[src/rtl/alu_arbiter_pkg.sv]
`default_nettype none
// +----------------------------------------------------------------------+
// | alu_arbiter_pkg : shared bus/opcode/state types for the ALU arbiter  |
// | Revision 1.0                                                         |
// +----------------------------------------------------------------------+
package alu_arbiter_pkg;

   localparam int unsigned BUS_WIDTH = 32;

   typedef logic [BUS_WIDTH-1:0] bus_type;

   // Sparse 4-bit encoding; every value not listed is an illegal operation.
   typedef enum logic [3:0] {
      ALU_AND  = 4'b0000,
      ALU_OR   = 4'b0001,
      ALU_ADD  = 4'b0010,
      ALU_SUB  = 4'b0110,
      ALU_SLT  = 4'b0111,
      ALU_SLTU = 4'b1000,
      ALU_NOR  = 4'b1100
   } alu_oper_type;

   typedef enum logic [1:0] {
      IDLE = 2'd0,
      EXEC = 2'd1,
      RESP = 2'd2
   } arb_state_type;

   function automatic logic is_legal_op(input alu_oper_type op);
      logic legal;
      case (op)
         ALU_AND, ALU_OR, ALU_ADD, ALU_SUB,
         ALU_SLT, ALU_SLTU, ALU_NOR: legal = 1'b1;
         default:                    legal = 1'b0;
      endcase
      return legal;
   endfunction

endpackage : alu_arbiter_pkg
`default_nettype wire

[src/rtl/alu_arbiter_alu.sv]
`default_nettype none
// +----------------------------------------------------------------------+
// | ArithmeticModule : combinational team ALU, zero result on bad opcode |
// | Revision 1.0                                                         |
// +----------------------------------------------------------------------+
module ArithmeticModule
   import alu_arbiter_pkg::*;
(
   input  bus_type      a,
   input  bus_type      b,
   input  alu_oper_type op,
   output bus_type      result,
   output logic         illegal
);

   always_comb begin
      result  = '0;
      illegal = !is_legal_op(op);
      case (op)
         ALU_AND:  result = a & b;
         ALU_OR:   result = a | b;
         ALU_ADD:  result = a + b;
         ALU_SUB:  result = a - b;
         ALU_SLT:  result = {{(BUS_WIDTH-1){1'b0}}, ($signed(a) < $signed(b))};
         ALU_SLTU: result = {{(BUS_WIDTH-1){1'b0}}, (a < b)};
         ALU_NOR:  result = ~(a | b);
         default:  result = '0;
      endcase
   end

endmodule : ArithmeticModule
`default_nettype wire

[src/rtl/alu_arbiter.sv]
`default_nettype none
// +----------------------------------------------------------------------+
// | alu_arbiter : round-robin arbiter sharing one ALU between requesters |
// | Revision 1.0                                                         |
// +----------------------------------------------------------------------+
module alu_arbiter
   import alu_arbiter_pkg::*;
#(
   parameter int NREQ = 2
)(
   input  logic         clk,
   input  logic         reset,
   input  logic         req0_valid,
   input  logic         req1_valid,
   output logic         req0_ready,
   output logic         req1_ready,
   input  bus_type      req0_a,
   input  bus_type      req0_b,
   input  bus_type      req1_a,
   input  bus_type      req1_b,
   input  alu_oper_type req0_op,
   input  alu_oper_type req1_op,
   output logic         resp0_valid,
   output logic         resp1_valid,
   input  logic         resp0_ready,
   input  logic         resp1_ready,
   output bus_type      resp_result,
   output logic         resp_zero,
   output logic         resp_err,
   output logic         busy
);

   arb_state_type   state_q, state_d;
   logic            owner_q, owner_d;
   logic            last_q, last_d;
   bus_type         a_q, a_d;
   bus_type         b_q, b_d;
   alu_oper_type    op_q, op_d;
   bus_type         result_q, result_d;
   logic            zero_q, zero_d;
   logic            err_q, err_d;
   logic            busy_q, busy_d;
   logic [NREQ-1:0] resp_valid_q, resp_valid_d;

   logic [NREQ-1:0] req_valid_vec;
   logic [NREQ-1:0] resp_ready_vec;
   logic [NREQ-1:0] grant_vec;
   logic            grant_idx;
   bus_type         alu_result;
   logic            alu_illegal;

   assign req_valid_vec  = {req1_valid, req0_valid};
   assign resp_ready_vec = {resp1_ready, resp0_ready};

   ArithmeticModule u_alu (
      .a       (a_q),
      .b       (b_q),
      .op      (op_q),
      .result  (alu_result),
      .illegal (alu_illegal)
   );

   always_comb begin
      state_d      = state_q;
      owner_d      = owner_q;
      last_d       = last_q;
      a_d          = a_q;
      b_d          = b_q;
      op_d         = op_q;
      result_d     = result_q;
      zero_d       = zero_q;
      err_d        = err_q;
      resp_valid_d = resp_valid_q;
      grant_vec    = '0;
      grant_idx    = 1'b0;

      case (state_q)
         IDLE: begin
            if (|req_valid_vec) begin
               // Contention goes to whoever was not served last; otherwise the lone requester.
               grant_idx            = (&req_valid_vec) ? ~last_q : req_valid_vec[1];
               grant_vec[grant_idx] = 1'b1;
               owner_d              = grant_idx;
               a_d                  = grant_idx ? req1_a  : req0_a;
               b_d                  = grant_idx ? req1_b  : req0_b;
               op_d                 = grant_idx ? req1_op : req0_op;
               state_d              = EXEC;
            end
         end
         EXEC: begin
            result_d              = alu_result;
            zero_d                = (alu_result == '0);
            err_d                 = alu_illegal;
            resp_valid_d[owner_q] = 1'b1;
            state_d               = RESP;
         end
         RESP: begin
            if (resp_ready_vec[owner_q]) begin
               resp_valid_d = '0;
               last_d       = owner_q;
               state_d      = IDLE;
            end
         end
         default: begin
            resp_valid_d = '0;
            state_d      = IDLE;
         end
      endcase

      busy_d = (state_d != IDLE);
   end

   always_ff @(posedge clk) begin
      if (reset) begin
         state_q      <= IDLE;
         owner_q      <= 1'b0;
         last_q       <= 1'b1;
         a_q          <= '0;
         b_q          <= '0;
         op_q         <= ALU_AND;
         result_q     <= '0;
         zero_q       <= 1'b0;
         err_q        <= 1'b0;
         busy_q       <= 1'b0;
         resp_valid_q <= '0;
      end else begin
         state_q      <= state_d;
         owner_q      <= owner_d;
         last_q       <= last_d;
         a_q          <= a_d;
         b_q          <= b_d;
         op_q         <= op_d;
         result_q     <= result_d;
         zero_q       <= zero_d;
         err_q        <= err_d;
         busy_q       <= busy_d;
         resp_valid_q <= resp_valid_d;
      end
   end

   // A grant during a reset cycle would be discarded, so it is never advertised.
   assign req0_ready  = grant_vec[0] & ~reset;
   assign req1_ready  = grant_vec[1] & ~reset;
   assign resp0_valid = resp_valid_q[0];
   assign resp1_valid = resp_valid_q[1];
   assign resp_result = result_q;
   assign resp_zero   = zero_q;
   assign resp_err    = err_q;
   assign busy        = busy_q;

endmodule : alu_arbiter
`default_nettype wire

[config.mk]
export PLATFORM = sky130hd
export DESIGN_NAME = alu_arbiter
export DESIGN_NICKNAME = d
export VERILOG_FILES = /design/src/rtl/alu_arbiter_pkg.sv /design/src/rtl/alu_arbiter_alu.sv /design/src/rtl/alu_arbiter.sv
export SDC_FILE = /design/constraint.sdc
export NUM_CORES = 1
export LEC_CHECK = 0
export ABC_AREA = 1
export BUFFER_PORTS_ARGS = -buffer_cell sky130_fd_sc_hd__buf_4
export CAP_MARGIN = 20
export CELL_PAD_IN_SITES_DETAIL_PLACEMENT = 0
export CELL_PAD_IN_SITES_GLOBAL_PLACEMENT = 2
export CORE_MARGIN = 5
export CORE_UTILIZATION = 32
export DETAILED_ROUTE_END_ITERATION = 10
export PLACE_DENSITY_LB_ADDON = 0.25
export SETUP_SLACK_MARGIN = 0.3
export SLEW_MARGIN = 20
export SYNTH_ARGS = -nofsm -noshare
export SYNTH_HDL_FRONTEND = slang
export SYNTH_SLANG_ARGS = --single-unit
export TNS_END_PERCENT = 30
[constraint.sdc]
create_clock -name clk -period 5.47 [get_ports clk]
set_clock_uncertainty 0.2 [all_clocks]
set_input_delay 1.094 -clock clk [delete_from_list [all_inputs] [get_ports clk]]
set_output_delay 1.094 -clock clk [all_outputs]
set_load 0.02 [all_outputs]
==> results.sh, run 1 <==
export IMPL_die_x_um=195
export IMPL_num_antenna_cells=0
export IMPL_antenna_found_initial=0
export IMPL_cap_violations=0
export IMPL_ys_async_sr_fraction_pct=0
export IMPL_drt_iter0_drc=1068
export IMPL_grt_pass1_wl_um=69100
export IMPL_place_congestion=0.924
export IMPL_clkSlewWorstSetupHoldPaths_ns=0.07
export IMPL_cts_resized=0
export IMPL_port_buffers=180
export IMPL_power_mw=3.44
export IMPL_crit_fanout=31
export IMPL_num_vias=12400
export IMPL_grt_overflow=0
export IMPL_slew_headroom_pct=41.6
export IMPL_rsz0062_at_grt="no"
export IMPL_crit_path_frequent_cell="buf_4"
export IMPL_max_freq_mhz=257
export IMPL_holdCritPathClass="reg2reg"
export IMPL_cts_tree="done"
export IMPL_die_height_um=195
export IMPL_dp_hpwl_um=38000
export IMPL_p_per_area_nw_per_um2=268
export IMPL_grt_usage_pct=23.2
export IMPL_ys_seq_elements=109
export IMPL_dr_pass1_iters=5
export IMPL_cts_post_setup_buffers_inserted=0
export IMPL_status="completed"
export IMPL_syn_nets=2151
export IMPL_setup_viol=0
export IMPL_row_count=67
export IMPL_cts_buffers=9
export IMPL_ant_nets=0
export IMPL_dieArea_sq_um=38100
export IMPL_cts_root_buffer="clkbuf_16"
export IMPL_yosysTopAreaCell="dfxtp_1"
export IMPL_ys_flop_type="dfxtp_1"
export IMPL_drive_gt1_share_pct=12.4
export IMPL_cp_slowest_stage_delay_ns=0.61
export IMPL_yosysSeqAreaShare_pct=19.9
export IMPL_criticalPathCategory="in2out"
export IMPL_layout_worst_path_cycle_share_pct=71.2
export IMPL_detail_route_drc_violations=0
export IMPL_tns_ns=0
export IMPL_start_kind="input port"
export IMPL_synth_cell_types=37
export IMPL_clk_latency_ns=0.36
export IMPL_drv_slew=0
export IMPL_drt_wl_total_um=45800
export IMPL_yosysTopAreaCellShare_pct=19.9
export IMPL_endpoint_kind="output port"
export IMPL_worstHoldStart="resp_valid_q[1]"
export IMPL_fp_coreArea_sq_um=33700
export IMPL_cts_max_level=3
export IMPL_via_per_inst=4.99
export IMPL_synth_area_sq_um=11000
export IMPL_wire_per_inst_um=18.5
export IMPL_grt_max_degree=79
export IMPL_cts_sinks=109
export IMPL_crit_chain="buf_4 -> nand2_1 -> nand2_1 -> buf_4 -> inv_1 -> nor3_4 -> buf_4"
export IMPL_nets=2270
export IMPL_critPathArrivalTime_ns=2.60
export IMPL_area_delta_synth_final_pct=17.3
export IMPL_yosysWarnings=0
export IMPL_p_leak_nw=6.70
export IMPL_yosys_top_cells_area="dfxtp_1 20%, nand2_1 19%, ha_1 11%"
export IMPL_hold_violations=0
export IMPL_peakVddDrop_v=0.000167
export IMPL_fin_crit_ns=3.89
export IMPL_clk_path_buf_depth=2
export IMPL_cp_slowest_cell="nor3_4"
export IMPL_cp_startpoint="req0_valid"
export IMPL_grt_pass1_vias=11700
export IMPL_r2r_start="b_q[6]"
export IMPL_synth_area_per_cell_sq_um=5.75
export IMPL_initial_core_util_pct=32.5
export IMPL_synth_edf_count=0
export IMPL_top_level_ports=181
export IMPL_netlist_instances=1907
export IMPL_worst_pin_slew_ns=0.873
export IMPL_cp_required_ns=4.18
export IMPL_cts_hold_buf=0
==> kinds of logic after synthesis <==
| group | Yosys count | share of synthesized area [%] |
|---|---|---|
| compound gates | 286 | 15.1 |
| flops | 109 | 19.9 |
| buf+inv | 420 | 15.6 |
| fa+ha+maj | 102 | 11.8 |
| simple gates | 987 | 37.4 |
| xor+xnor | 3 | 0.240 |
==> final timing paths <==
| path | depth (start not counted) | slack, ns | endpoint |
|---|---|---|---|
| worst max register to register | 18 | 2.13 | resp_zero |
| worst min register to register | 2 | 0.29 | resp_valid_q[1] |
| worst max-delay path | 7 | 1.58 | req0_ready |
| worst min-delay path | 2 | 0.29 | resp_valid_q[1] |
==> registers in the layout, indices dropped and copies added (netlist names) <==
name	cells
busy	1
a_q	32
op_q	4
state_q	2
resp_zero	1
resp_result	32
last_q	1
owner_q	1
resp_err	1
b_q	32
resp_valid_q	2
==> layout make-up <==
type	count	area, sq um
multi-input combinational	1378	7110
fill	3842	20800
inverter	338	1270
clock inverter	4	72.6
timing repair buffer	190	1430
sequential	109	2180
tap	448	561
clock buffer	11	243
==> Yosys cell counts (12+ instances only) <==
| library cell | instances |
|---|---|
| nand2_1 | 566 |
| o22ai_1 | 27 |
| a21oi_1 | 82 |
| a31oi_1 | 49 |
| dfxtp_1 | 109 |
| nor2_2 | 13 |
| a221oi_1 | 12 |
| clkbuf_1 | 41 |
| nand3_1 | 145 |
| o21ai_0 | 84 |
| nand4_1 | 20 |
| nor2_1 | 205 |
| buf_2 | 18 |
| inv_1 | 330 |
| ha_1 | 100 |
==> through the flow <==
step / worst slack, ns / util [%] / area [sq um] / std cells / hold WS, ns
2_1_floorplan: 2.26 / - / 11000 / 1907 / 0.246
3_3_place_gp: 1.22 / 37.2 / 12500 / 2463 / 0.274
3_5_place_dp: 1.52 / 37.2 / 12500 / 2463 / 0.279
4_1_cts: 1.52 / 38.2 / 12900 / 2478 / 0.300
5_1_grt: 1.47 / 38.2 / 12900 / 2478 / 0.339
6_report: 1.58 / 38.2 / 12900 / 2478 / 0.291
==> worst max-delay path, delay by kind of cell <==
family / cells / cell delay (ns)
simple gates: 3 / 0.71
buf+inv: 4 / 0.78
==> power by group <==
| group | internal [mW] | total, mW | switching [mW] |
|---|---|---|---|
| logic | 0.545 | 1.74 | 1.20 |
| clock network | 0.411 | 0.717 | 0.306 |
| registers | 0.882 | 0.984 | 0.102 |
| total | 1.84 | 3.44 | 1.61 |
==> layer usage <==
layer	wire (um)	GRT usage (%)	share of wire, %	up-vias
li1	-	-	-	6247
met1	23500	36.0	51	5749
met2	19100	34.5	42	339
met3	2770	3.07	6.0	20
met4	433	3.75	0.94	0
met5	0	0	0	-
==> layout by cell type (no fill, tap or decap), types with 13 or more instances in the layout <==
master,netlist,layout
buf_4,9,190
o22ai_1,27,27
dfxtp_1,109,109
o21ai_0,84,84
nand2_1,566,566
inv_1,330,328
a31oi_1,49,49
a21oi_1,82,82
ha_1,100,100
nor2_1,205,203
nand3_1,145,145
nor2_2,13,13
nand4_1,20,20
No activity file was read; power rests on OpenSTA's default activity.
==> inputs of run 2 (changes only) <==
- CORE_UTILIZATION: 32 -> 30
- clock period: 5.47 -> 4 ns (I/O delays scaled with it)
==> results.sh, run 2 (synthesis gave the netlist of run 1 again) <==
export IMPL_cts_hold_buf=0
export IMPL_num_vias=12400
export IMPL_cp_slowest_stage_delay_ns=0.41
export IMPL_cts_buffers=9
export IMPL_area_delta_synth_final_pct=18.3
export IMPL_hold_violations=0
export IMPL_clkSlewWorstSetupHoldPaths_ns=0.07
export IMPL_p_clk_share_pct=18.8
export IMPL_clk_latency_ns=0.37
export IMPL_crit_chain="ha_1 -> inv_1 -> fa_1 -> inv_1 -> nand3_1 -> nand3_1 -> nand2_1 -> nand2_1 -> a21oi_1 -> o21ai_0 -> nand3_1 -> nor2_1 -> nand3_1 -> nor2_1 -> nand2_1 -> nor2_1 -> nand2_1 -> a21oi_2"
export IMPL_crit_fanout=4
export IMPL_die_x_um=201
export IMPL_pwr_share_seq_pct=28.5
export IMPL_wire_per_inst_um=19.1
export IMPL_switching_share_pct=48.5
export IMPL_initial_core_util_pct=30.2
export IMPL_detail_route_drc_violations=0
export IMPL_tns_ns=0
export IMPL_max_freq_mhz=299
export IMPL_grt_usage_pct=23.0
export IMPL_criticalPathCategory="reg2reg"
export IMPL_p_sw_mw=2.26
export IMPL_via_per_inst=4.94
export IMPL_p_leak_nw=6.78
export IMPL_cp_slowest_cell="dfxtp_1"
export IMPL_status="completed"
export IMPL_setup_viol=0
export IMPL_row_count=70
export IMPL_cts_resized=0
export IMPL_endpoint_kind="flip-flop"
export IMPL_p_int_mw=2.40
export IMPL_ant_nets=0
export IMPL_dp_hpwl_um=40400
export IMPL_cp_top_family="simple AND/OR/NAND/NOR gates"
export IMPL_port_buffers=180
export IMPL_drt_iter0_drc=1052
export IMPL_p_per_area_nw_per_um2=360
export IMPL_holdCritPathClass="reg2reg"
export IMPL_peakVddDrop_v=0.000218
export IMPL_cap_violations=0
export IMPL_worst_pin_slew_ns=1.09
export IMPL_drt_wl_total_um=48100
export IMPL_cp_num_buf_inv=2
export IMPL_grt_overflow=0
export IMPL_slew_headroom_pct=27.3
export IMPL_cts_root_buffer="clkbuf_16"
export IMPL_nets=2289
export IMPL_clk_path_buf_depth=2
export IMPL_cts_post_setup_buffers_inserted=0
export IMPL_layout_common_cells="566 x nand2_1, 329 x inv_1, 209 x buf_4, 203 x nor2_1, 145 x nand3_1"
export IMPL_layout_worst_path_cycle_share_pct=83.7
export IMPL_grt_pass1_vias=11800
export IMPL_fin_crit_ns=3.35
export IMPL_place_congestion=0.947
export IMPL_die_height_um=201
export IMPL_fp_coreArea_sq_um=36300
export IMPL_cts_sinks=109
export IMPL_cp_required_ns=4.09
export IMPL_critPathArrivalTime_ns=3.44
export IMPL_rsz0062_at_grt="no"
export IMPL_grt_max_degree=69
export IMPL_cts_tree="done"
export IMPL_top_level_ports=181
export IMPL_dieArea_sq_um=40500
export IMPL_dr_pass1_iters=8
export IMPL_cts_max_level=3
export IMPL_grt_pass1_wl_um=72100
export IMPL_drv_slew=0
export IMPL_p_comb_share_pct=52.7
export IMPL_antenna_found_initial=0
export IMPL_drive_gt1_share_pct=13.2
export IMPL_start_kind="flip-flop"
export IMPL_final_core_util_pct=35.7
export IMPL_layout_cells_most_common="nand2_1"
[run 2: tightest hold or removal path, stage by stage, from the launching register on]
cell     delay (ns)
dfxtp_1        0.33
o21ai_0        0.08
inv_1          0.05
[run 2: final cells by class]
| class | count | area, sq um |
|---|---|---|
| inverter | 338 | 1270 |
| antenna | 1 | 2.50 |
| sequential | 109 | 2180 |
| clock inverter | 5 | 35.0 |
| multi-input combinational | 1378 | 7090 |
| timing repair buffer | 209 | 1570 |
| tap | 468 | 586 |
| clock buffer | 11 | 233 |
| fill | 4109 | 23400 |
[run 2: routing by layer]
metal,routed length (um),GRT usage [%],up-vias
met3,3180,3.93,21
met5,0,0,-
li1,-,-,6291
met2,19800,34.1,378
met1,24500,34.9,5749
met4,632,4.52,0
[run 2: final timing paths]
kind	from	end	slack, ns	cells after the start
min	resp_valid_q[1]	resp_valid_q[1]	0.28	2
max	b_q[0]	resp_zero	0.65	18
max reg2reg	b_q[0]	resp_zero	0.65	18
min reg2reg	resp_valid_q[1]	resp_valid_q[1]	0.28	2
[run 2: power groups by stage]
stage	clock network [mW]	registers [mW]	logic, mW
6_report	0.878	1.33	2.46
3_3_place_gp	0	1.35	2.44
2_1_floorplan	0	1.35	1.57
3_5_place_dp	0	1.35	2.43
5_1_grt	0.941	1.34	2.74
4_1_cts	0.896	1.32	2.44
[run 2: stage by stage]
| step | hold slack, ns | std cells | instance area (sq um) | setup slack, ns | total power, mW |
|---|---|---|---|---|---|
| 6_report | 0.280 | 2519 | 13000 | 0.654 | 4.66 |
| 3_3_place_gp | 0.268 | 2501 | 12700 | 0.631 | 3.79 |
| 4_1_cts | 0.289 | 2517 | 13000 | 0.676 | 4.66 |
| 3_5_place_dp | 0.267 | 2501 | 12700 | 0.716 | 3.78 |
| 5_1_grt | 0.315 | 2518 | 13000 | 0.412 | 5.02 |
| 2_1_floorplan | 0.246 | 1907 | 11000 | 1.37 | 2.92 |
==> inputs of run 3 (changes only) <==
- ABC_AREA: 1 -> 0
- CORE_UTILIZATION: 30 -> 33
- clock period: 4 -> 3.1 ns (I/O delays scaled with it)
==> results.sh, run 3 <==
export IMPL_status="complete, but fails checks"
export IMPL_violations="setup timing"
export IMPL_grt_usage_pct=26.2
export IMPL_dpl_cell_count=2209
export IMPL_dr_pass1_iters=6
export IMPL_placed_cell_area_sq_um=14700
export IMPL_synthSimpleGateAreaFrac_pct=20.9
export IMPL_met2_wirelength_um=20200
export IMPL_layout_worst_path_cycle_share_pct=116
export IMPL_ant_nets=0
export IMPL_top_level_ports=181
export IMPL_p_per_area_nw_per_um2=493
export IMPL_drive_gt1_share_pct=43.5
export IMPL_synth_edf_count=0
export IMPL_yosys_top_cells_area="dfxtp_1 22%, ha_1 12%, nor2_1 6.2%"
export IMPL_num_vias=12100
export IMPL_via_per_inst=5.36
export IMPL_endpoint_kind="flip-flop"
export IMPL_antenna_found_initial=0
export IMPL_p_leak_nw=7.21
export IMPL_drt_iter0_drc=839
export IMPL_setup_ws_ns=-0.489
export IMPL_synthMuxAreaShare_pct=3.61
export IMPL_start_kind="flip-flop"
export IMPL_min_to="a_q[8]"
export IMPL_criticalPathCategory="reg2reg"
export IMPL_dieArea_sq_um=34000
export IMPL_cp_required_ns=3.20
export IMPL_cap_violations=0
export IMPL_yosysTopAreaCellShare_pct=21.7
export IMPL_route_met3_wl_um=2320
export IMPL_die_height_um=184
export IMPL_synth_compound_area_share_pct=32.9
export IMPL_cts_hold_buf=0
export IMPL_ys_seq_elements=109
export IMPL_yosysWarnings=0
export IMPL_grt_max_degree=49
export IMPL_reg2reg_depth=13
export IMPL_syn_nets=1596
export IMPL_row_count=63
export IMPL_clkSlewWorstSetupHoldPaths_ns=0.09
export IMPL_fin_area_sq_um=16100
export IMPL_port_buffers=180
export IMPL_hold_violations=0
export IMPL_netlist_instances=1352
export IMPL_fp_coreArea_sq_um=29900
export IMPL_crit_fanout=4
export IMPL_layout_cells_most_common="buf_4"
export IMPL_maxUsedRoutingLayer="met4"
export IMPL_yosysMostFrequentCell="nor2_1"
export IMPL_peakVddDrop_v=0.000318
export IMPL_ys_flop_type="dfxtp_1"
export IMPL_ys_async_sr_fraction_pct=0
export IMPL_cts_sinks=109
export IMPL_synth_area_per_cell_sq_um=7.43
export IMPL_synth_cell_types=95
export IMPL_area_delta_synth_final_pct=60.0
export IMPL_num_antenna_cells=0
export IMPL_synth_top_cells_by_count="165 x nor2_1, 114 x nand2_1, 112 x a21oi_1, 109 x dfxtp_1, 101 x inv_1"
export IMPL_synth_top_family_by_area="compound AO/OA/AOI/OAI gates"
export IMPL_detail_route_drc_violations=0
export IMPL_crit_reg2reg_capture="resp_zero"
export IMPL_clk_latency_ns=0.39
export IMPL_slew_headroom_pct=28.7
export IMPL_dp_hpwl_um=36300
export IMPL_cts_tree="done"
export IMPL_cts_buffers=9
export IMPL_grt_pass1_wl_um=69500
export IMPL_power_mw=7.93
export IMPL_r2r_setup_slack_ns=-0.49
export IMPL_hold_ws_ns=0.220
export IMPL_drv_slew=0
export IMPL_max_freq_mhz=279
export IMPL_yosysSeqAreaShare_pct=21.7
export IMPL_critPathArrivalTime_ns=3.69
export IMPL_grt_pass1_vias=12100
export IMPL_synth_area_sq_um=10000
export IMPL_nets=2111
export IMPL_worstHoldStart="req0_a[8]"
export IMPL_stdcell_count=2262
export IMPL_synthAdderAreaFrac_pct=12.9
export IMPL_fin_crit_ns=3.59
export IMPL_synthXorXnorAreaFrac_pct=0.0872
export IMPL_rsz0062_at_grt="yes"
export IMPL_layout_common_cells="563 x buf_4, 160 x nor2_1, 111 x nand2_1, 96 x a21oi_1, 86 x inv_1"
export IMPL_hold_path_cell_count=3
export IMPL_drt_wl_total_um=45700
export IMPL_place_congestion=0.948
export IMPL_initial_core_util_pct=33.6
export IMPL_yosysTopAreaCell="dfxtp_1"
export IMPL_holdCritPathClass="in2reg"
export IMPL_setup_viol=14
export IMPL_die_x_um=184
export IMPL_grt_overflow=0
export IMPL_worst_pin_slew_ns=1.07
export IMPL_r2r_start="a_q[3]"
export IMPL_cts_max_level=3
export IMPL_wire_per_inst_um=20.2
export IMPL_cts_root_buffer="clkbuf_16"
export IMPL_clk_path_buf_depth=2
export IMPL_wl_met1_um=21800
## run 3: cell count changes in the layout (fill, tap and decap cells not counted), moves of 44 or more
cell,delta
a31oi_1,-44
nand3_1,-122
a22oi_1,+45
a211oi_1,+50
buf_4,+354
inv_1,-243
nand2_1,-455
## run 3: worst max-delay path: stages, from the launching register on
cell and delay, ns:
dfxtp_1 0.32, buf_4 0.14, ha_1 0.21, a21o_1 0.23, a21oi_2 0.32, and2_4 0.27, o21ai_4 0.07, a221o_1 0.34
a221oi_2 0.33, nor3b_4 0.37, nand4_1 0.18, nor4_2 0.20, nand3_2 0.13, o41ai_2 0.19
## run 3: layer usage
layer | global-route usage [%] | vias up
li1 | - | 5992
met2 | 41.7 | 373
met1 | 36.7 | 5698
met3 | 3.73 | 68
met5 | 0 | -
met4 | 8.16 | 0
## run 3: kinds of logic after synthesis
family                   Yosys count
XOR/XNOR                           1
AND/OR/NAND/NOR                  446
adder cells (fa/ha/maj)          102
buffers and inverters            196
flip-flops                       109
AO/OA/AOI/OAI                    462
multiplexers                      36
## run 3: cell type report
cell class | count | area, sq um
clock buffer | 9 | 225
clock inverter | 7 | 103
fill | 2921 | 13800
inverter | 101 | 382
multi-input combinational | 1047 | 7960
sequential | 109 | 2220
tap | 390 | 488
timing repair buffer | 599 | 4700
## run 3: repair_timing
action,CTS,global route
gates resized for setup,146,39
setup endpoints to repair,27,28
setup buffers,32,5
pin swaps,82,40
## run 3: worst max-delay path by stage
stage | start | endpoint | slack, ns
2_1_floorplan | a_q[4] | resp_zero | 0.01
3_3_place_gp | a_q[0] | resp_zero | -0.86
3_5_place_dp | a_q[0] | resp_zero | -0.85
4_1_cts | a_q[0] | resp_zero | -0.46
5_1_grt | a_q[0] | resp_zero | -0.64
6_report | a_q[3] | resp_zero | -0.49
## run 3: power breakdown
group	total, mW	internal, mW	switching [mW]
Sequential	1.68	1.57	0.110
Clock	1.34	0.660	0.684
Combinational	4.90	2.35	2.55
## run 3: metrics by stage
stage / utilization (%) / TNS (ns) / worst slack (ns)
2_1_floorplan: - / 0 / 0.0105
3_3_place_gp: 49.0 / -6.21 / -0.856
3_5_place_dp: 49.0 / -6.32 / -0.846
4_1_cts: 53.1 / -2.36 / -0.459
5_1_grt: 53.8 / -4.88 / -0.638
6_report: 53.8 / -2.58 / -0.489
